### src/rtl/uart_rx_fifo.sv
// Receive-side byte buffer behind a UART receiver: captures one byte per rising
// edge of the receiver's rdy level and hands bytes out first-word fall-through.
module uart_rx_fifo #(
   parameter int DEPTH  = 8,
   parameter int ADDR_W = 3,
   parameter int DATA_W = 8
) (
   input  logic              clk,
   input  logic              rst_n,
   input  logic              rx_rdy,
   input  logic [DATA_W-1:0] rx_data,
   output logic              out_valid,
   input  logic              out_ready,
   output logic [DATA_W-1:0] out_data,
   output logic [ADDR_W:0]   count,
   output logic              full,
   output logic              empty,
   output logic              overflow,
   input  logic              clr_overflow
);

   // Handshake: a byte leaves when out_valid and out_ready are both high at a
   // rising clock edge; out_ready is ignored while out_valid is low.

   localparam logic [ADDR_W:0]   FULL_COUNT = (ADDR_W+1)'(DEPTH);
   localparam logic [ADDR_W:0]   CNT_ONE    = (ADDR_W+1)'(1);
   localparam logic [ADDR_W-1:0] PTR_ONE    = ADDR_W'(1);

   logic [DATA_W-1:0] mem [DEPTH];
   logic [ADDR_W-1:0] wr_ptr;
   logic [ADDR_W-1:0] rd_ptr;
   logic              rdy_q;
   logic              push_req;
   logic              push;
   logic              pop;
   logic              drop;

   assign empty     = (count == '0);
   assign full      = (count == FULL_COUNT);
   assign out_valid = ~empty;
   assign out_data  = mem[rd_ptr];

   // rdy_q resets high so a level already present at reset release is ignored.
   assign push_req = rx_rdy & ~rdy_q;
   assign pop      = out_valid & out_ready;
   assign push     = push_req & (~full | pop);
   assign drop     = push_req & full & ~pop;

   always_ff @(posedge clk or negedge rst_n) begin
      if (!rst_n) begin
         wr_ptr   <= '0;
         rd_ptr   <= '0;
         count    <= '0;
         overflow <= 1'b0;
         rdy_q    <= 1'b1;
      end else begin
         rdy_q <= rx_rdy;
         if (push) begin
            wr_ptr <= wr_ptr + PTR_ONE;
         end
         if (pop) begin
            rd_ptr <= rd_ptr + PTR_ONE;
         end
         if (push && !pop) begin
            count <= count + CNT_ONE;
         end else if (pop && !push) begin
            count <= count - CNT_ONE;
         end
         // A drop in the same cycle as a clear keeps the flag set.
         if (drop) begin
            overflow <= 1'b1;
         end else if (clr_overflow) begin
            overflow <= 1'b0;
         end
      end
   end

   // Storage is not reset; out_data is meaningless while empty.
   always_ff @(posedge clk) begin
      if (push) begin
         mem[wr_ptr] <= rx_data;
      end
   end

endmodule

### config.mk
export PLATFORM = sky130hd
export DESIGN_NAME = uart_rx_fifo
export DESIGN_NICKNAME = d
export VERILOG_FILES = /design/src/rtl/uart_rx_fifo.sv
export SDC_FILE = /design/constraint.sdc
export NUM_CORES = 1
export LEC_CHECK = 0
export CORE_UTILIZATION = 40
export CTS_CLUSTER_DIAMETER = 60
export DETAILED_ROUTE_END_ITERATION = 12
export PLACE_DENSITY_LB_ADDON = 0.25
export SLEW_MARGIN = 20
export SYNTH_ARGS = -nofsm -noshare
export SYNTH_HDL_FRONTEND = slang
export SYNTH_SLANG_ARGS = --single-unit
### constraint.sdc
create_clock -name clk -period 3.2 [get_ports clk]
set_clock_uncertainty 0.1 [all_clocks]
set_input_delay 0.8 -clock clk [delete_from_list [all_inputs] [get_ports clk]]
set_output_delay 0.8 -clock clk [all_outputs]
set_load 0.02 [all_outputs]
==> results of run 1 <==
-- report_power, final --
group	total, mW	switching [mW]	internal, mW
combinational	1.21	0.567	0.644
clock	0.802	0.359	0.443
sequential	1.35	0.148	1.21
total	3.37	1.07	2.29
-- final timing paths --
kind,start,endpoint,slack (ns),cells past startpoint
max,count[0],full,0.1,3
min,overflow,overflow,0.45,1
max reg2reg,count[0],count[3],0.22,9
min reg2reg,overflow,overflow,0.45,1
max in group asynchronous,rst_n,count[2],1.92,1
min in group asynchronous,rst_n,count[1],0.70,1
-- cells in the final DEF, fill, tap and decap left out, types with 3 or more instances in the layout --
cell,n
edfxtp_1,64
clkdlybuf4s50_1,20
mux4_2,16
buf_4,13
dfrtp_1,11
mux2_2,10
clkbuf_8,9
xnor2_1,6
dlygate4sd2_1,6
inv_1,5
ha_1,5
nand2_1,4
o211ai_1,4
nor3_1,4
nor2_1,3
nand3_1,3
-- routing by layer --
metal  up-vias  share of wire (%)  routed length [um]  track usage (%)
met5         -                  0                   0                0
met4         0                1.3                  77             6.85
met3         7                3.8                 224             4.46
met2        35                 51                3040             26.3
met1       881                 44                2610             19.6
li1        746                  -                   -                -
-- state kept, by name, summed over array words and instances, names as in the netlist --
| signal | count |
|---|---|
| mem | 64 |
| count | 4 |
| rd_ptr | 3 |
| wr_ptr | 3 |
| overflow | 1 |
| rdy_q | 1 |
-- metrics by stage --
step	std cells	power, mW	hold WS [ns]	worst slack, ns
floorplan	163	2.15	0.404	0.222
global placement	297	2.60	0.395	0.0685
detailed placement	297	2.66	0.423	-0.0292
CTS	313	3.42	0.447	0.000415
global route	313	3.54	0.467	0.000316
finish	313	3.37	0.446	0.0991
-- timing repair --
| item | 4_1_cts | 5_1_grt |
|---|---|---|
| endpoints found under the hold margin | 0 | 0 |
| setup endpoints to repair | 6 | 2 |
| hold buffers | 0 | 0 |
| gates resized for setup | 6 | 2 |
-- cell families after synthesis --
kind of cell / after synthesis / synth area share, %
muxes: 28 / 15.9
AOI/OAI and AO/OA: 10 / 2.60
buffers and inverters: 13 / 1.80
adders and majority gates: 6 / 2.64
DFF: 76 / 71.1
and+or+nand+nor: 24 / 4.32
xor gates and xnor gates: 6 / 1.68
-- cell type report --
type | count | area share [%]
sequential | 76 | 57.7
tap | 99 | 3.22
timing repair buffer | 43 | 10.8
clock buffer | 9 | 3.22
inverter | 5 | 0.487
multi-input combinational | 74 | 22.1
clock inverter | 7 | 2.53
-- worst max-delay path: cells and delay by family (launching register included) --
family        cells  cell delay (ns)
simple gates      1             0.69
buf+inv           2             0.69
flops             1             0.48
==> results.sh, run 1 <==
export IMPL_overall_die_area_mm2=0.00818
export IMPL_crit_path_cell_trace="or4b_1, inv_1, clkdlybuf4s50_1"
export IMPL_tns_ns=0
export IMPL_p_leak_nw=1.35
export IMPL_postSynthCellCount=163
export IMPL_groute_usage_overall_pct=15.9
export IMPL_register_area_mm2=0.00222
export IMPL_run_status="finished clean"
export IMPL_multi_input_area_um2=850
export IMPL_synth_largest_type_area_fraction_pct=61.4
export IMPL_worstPathMaxFanout=7
export IMPL_cts_htree_levels=3
export IMPL_synth_edf_count=64
export IMPL_insertion_delay_ns=0.35
export IMPL_synth_flop_type="edfxtp_1"
export IMPL_syn_num_nets=182
export IMPL_max_slew_margin_pct=62.5
export IMPL_worstSetupEndpointType="primary output"
export IMPL_worst_hold_path_type="reg -> reg"
export IMPL_pwr_density_cell_mw_per_mm2=874
export IMPL_antenna_cells=0
export IMPL_detailedRoute_firstPassIterationCount=4
export IMPL_crit_path_max_incr_delay_ns=0.69
export IMPL_drv_slew=0
export IMPL_route_detailed_wl_per_inst_um=19.0
export IMPL_drc=0
export IMPL_layout_nets=228
export IMPL_critical_path_required_ns=2.30
export IMPL_initial_utilization_pct=42.2
export IMPL_cts_buffers=9
export IMPL_worstMarginPinSlew_ns=0.562
export IMPL_synth_top_area_cell="edfxtp_1"
export IMPL_design_area_mm2=0.00385
export IMPL_worst_setup_path_start_kind="register"
export IMPL_place_port_buffers=28
export IMPL_timing_final_crit_share_pct=96.9
export IMPL_post_cts_buffers=0
export IMPL_place_congestion=0.711
export IMPL_grt_pass1_wl_um=9380
export IMPL_synth_warning_count=0
export IMPL_final_layout_size_suffix_gt1_share_pct=28.0
export IMPL_yosys_top_cells_area="edfxtp_1, mux4_2, dfrtp_1, mux2_2, ha_1"
export IMPL_synth_top_cells_by_count="edfxtp_1, mux4_2, dfrtp_1"
export IMPL_clock_sinks=76
export IMPL_pin_count_of_the_biggest_net_entering_global_routing=19
export IMPL_worst_ep_arrival_time_ns=2.20
export IMPL_cpMaxStageDelayCell="or4b_1"
export IMPL_placed_area_mm2=0.00363
export IMPL_synth_async_reset_ratio_pct=15.8
export IMPL_cts_max_path_buffers=2
export IMPL_cts_root_buf="clkbuf_8"
export IMPL_synth_seq_area_share_pct=71.1
export IMPL_antenna_found_initial=0
export IMPL_synth_cell_types=35
export IMPL_yosysMostFrequentCell="edfxtp_1"
export IMPL_cts_tree="built"
export IMPL_route_detailed_vias_per_inst=5.33
export IMPL_grt_overflow=0
export IMPL_vdd_ir_drop_worst_mv=0.425
export IMPL_synthesis_to_layout_area_growth_pct=23.1
export IMPL_setup_viol=0
export IMPL_floorplan_row_count=31
export IMPL_minimum_clock_period_after_layout_ns=3.10
export IMPL_grt_pass1_vias=1762
export IMPL_clk_pin_slew_worst_paths_ns=0.08
export IMPL_ios=29
export IMPL_dieHeight_um=90.5
export IMPL_grt_setup_unrepaired="no"
export IMPL_syn_area_per_cell_um2=19.2
export IMPL_count_of_fill_cells_added_during_filler_insertion=606
export IMPL_max_cap_check_violation_count=0
export IMPL_synth_seq_cells=76
export IMPL_post_route_util_pct=52.0
export IMPL_path_class="reg -> out"
export IMPL_iteration_0_drc_count_of_the_detailed_router=60
export IMPL_synth_area_mm2=0.00313
export IMPL_hpwlAfterDp_um=3870
export IMPL_vias=1669
export IMPL_drt_total_wl_um=5950
export IMPL_die_w_um=90.5
export IMPL_route_antenna_remaining_nets=0
export IMPL_hold_violations=0
export IMPL_fmax_mhz=322
export IMPL_core_area_mm2=0.00741
(Power assumes the default switching activity.)
==> run 2: changes to the inputs <==
TNS_END_PERCENT = 50   (was default)
==> results of run 2 <==
The final DEF is identical to that of run 1; final timing and power are the same.
==> run 3: changes to the inputs <==
CAP_MARGIN = 5   (was default)
CELL_PAD_IN_SITES_DETAIL_PLACEMENT = 0   (was default)
CELL_PAD_IN_SITES_GLOBAL_PLACEMENT = 1   (was default)
==> run 3 against run 2 <==
  * Cell area increased by 0.36%
  * Core utilization increased by 0.19 points
  * Via count decreased by 2.4%
  * Critical endpoint unchanged
  * Highest routed layer unchanged
==> results.sh, run 3 (synthesis gave the netlist of run 1 again) <==
export IMPL_run_status="finished clean"
export IMPL_top_register="mem"
export IMPL_cts_max_path_buffers=2
export IMPL_critical_path_top_delay_family="buffers and inverters"
export IMPL_overall_die_area_mm2=0.00818
export IMPL_iteration_0_drc_count_of_the_detailed_router=72
export IMPL_pwr_density_cell_mw_per_mm2=874
export IMPL_clock_sinks=76
export IMPL_worstMarginPinSlew_ns=0.575
export IMPL_grt_overflow=0
export IMPL_largest_reg_flops=64
export IMPL_dieHeight_um=90.5
export IMPL_vdd_ir_drop_worst_mv=0.352
export IMPL_place_congestion=0.818
export IMPL_crit_path_cell_trace="or4b_1, inv_1, clkdlybuf4s50_1"
export IMPL_power_total_mw=3.38
export IMPL_antenna_cells=0
export IMPL_cts_root_buf="clkbuf_8"
export IMPL_max_slew_margin_pct=61.6
export IMPL_place_port_buffers=28
export IMPL_p_leak_nw=1.39
export IMPL_antenna_found_initial=0
export IMPL_drc=0
export IMPL_mostFrequentLayoutCells="edfxtp_1, clkdlybuf4s50_1, mux4_2"
export IMPL_layout_cells_most_common="edfxtp_1"
export IMPL_die_w_um=90.5
export IMPL_post_route_util_pct=52.2
export IMPL_core_area_mm2=0.00741
export IMPL_synthesis_to_layout_area_growth_pct=23.6
export IMPL_worstPathMaxFanout=7
export IMPL_insertion_delay_ns=0.34
export IMPL_detailedRoute_firstPassIterationCount=4
export IMPL_worst_ep_arrival_time_ns=2.21
export IMPL_largestRegisters="mem: 64 flops, count: 4 flops"
export IMPL_timing_hold_ws_ns=0.433
export IMPL_ios=29
export IMPL_post_place_ws_ns=-0.0297
export IMPL_vias=1629
export IMPL_floorplan_row_count=31
export IMPL_cts_hold_buffers=0
export IMPL_fmax_mhz=322
export IMPL_initial_utilization_pct=42.2
export IMPL_layout_nets=228
export IMPL_placed_area_mm2=0.00362
export IMPL_cts_buffers=9
export IMPL_cts_htree_levels=3
export IMPL_minimum_clock_period_after_layout_ns=3.11
export IMPL_worst_hold_path_type="reg -> reg"
export IMPL_groute_usage_overall_pct=15.4
export IMPL_final_setup_worst_slack_ns=0.0909
export IMPL_crit_path_max_incr_delay_ns=0.69
export IMPL_design_area_mm2=0.00387
export IMPL_path_class="reg -> out"
export IMPL_cpMaxStageDelayCell="or4b_1"
export IMPL_route_detailed_wl_per_inst_um=17.8
export IMPL_setup_viol=0
export IMPL_route_detailed_vias_per_inst=5.22
export IMPL_clk_pin_slew_worst_paths_ns=0.07
export IMPL_worst_setup_path_start_kind="register"
export IMPL_grt_pass1_vias=1718
export IMPL_grt_setup_unrepaired="no"
export IMPL_grt_pass1_wl_um=9220
export IMPL_critical_path_required_ns=2.30
export IMPL_pin_count_of_the_biggest_net_entering_global_routing=19
export IMPL_drv_slew=0
export IMPL_worstSetupEndpointType="primary output"
export IMPL_drt_total_wl_um=5560
export IMPL_hpwlAfterDp_um=3590
export IMPL_timing_final_crit_share_pct=97.2
export IMPL_max_cap_check_violation_count=0
export IMPL_final_layout_size_suffix_gt1_share_pct=27.7
export IMPL_route_antenna_remaining_nets=0
export IMPL_cp_num_buf_inv=2
export IMPL_cts_tree="built"
export IMPL_hold_violations=0
[run 3: cell count changes in the layout (fill, tap and decap cells not counted), sizes merged]
cell          previous run  this run
clkinvlp                 2         0
clkinv                   1         3
bufinv                   2         3
inv                      7         5
dlygate4sd2              6         1
dlymetal6s2s             2         7
[run 3: worst paths after layout]
kind	from	end	slack, ns	depth (start not counted)
min	overflow	overflow	0.43	1
min in group asynchronous	rst_n	count[2]	0.72	1
max	count[0]	full	0.09	3
max reg2reg	count[0]	count[3]	0.26	9
min reg2reg	overflow	overflow	0.43	1
max in group asynchronous	rst_n	rd_ptr[1]	1.87	1
[run 3: layout make-up]
class	count	area, um2
Fill cell	617	3540
Sequential cell	76	2220
Multi-Input combinational cell	74	850
Timing Repair Buffer	43	422
Clock buffer	9	124
Tap cell	99	124
Clock inverter	6	104
Inverter	5	18.8
[run 3: metal layers]
layer,vias to the layer above,track usage (%),part of all wire [%]
met2,42,25.1,52
met5,-,0,0
li1,743,-,-
met4,0,6.05,1.3
met3,9,4.12,4.6
met1,835,19.6,42
[run 3: what timing repair did]
item	4_1_cts	5_1_grt
hold endpoints to repair	0	0
resized for setup	2	7
endpoints found under the setup margin	8	7
setup buffers	0	0
[run 3: stage by stage]
| step | TNS, ns | instances |
|---|---|---|
| after global routing | 0 | 312 |
| after floorplan | 0 | 163 |
| after detailed placement | -0.0297 | 297 |
| after CTS | 0 | 312 |
| after global placement | 0 | 297 |
| final | 0 | 312 |
[run 3: report_power, final]
group / leakage [nW] / total, mW / switching, mW / internal (mW)
combinational: 0.552 / 1.16 / 0.509 / 0.649
sequential: 0.720 / 1.39 / 0.179 / 1.21
clock: 0.116 / 0.834 / 0.325 / 0.508
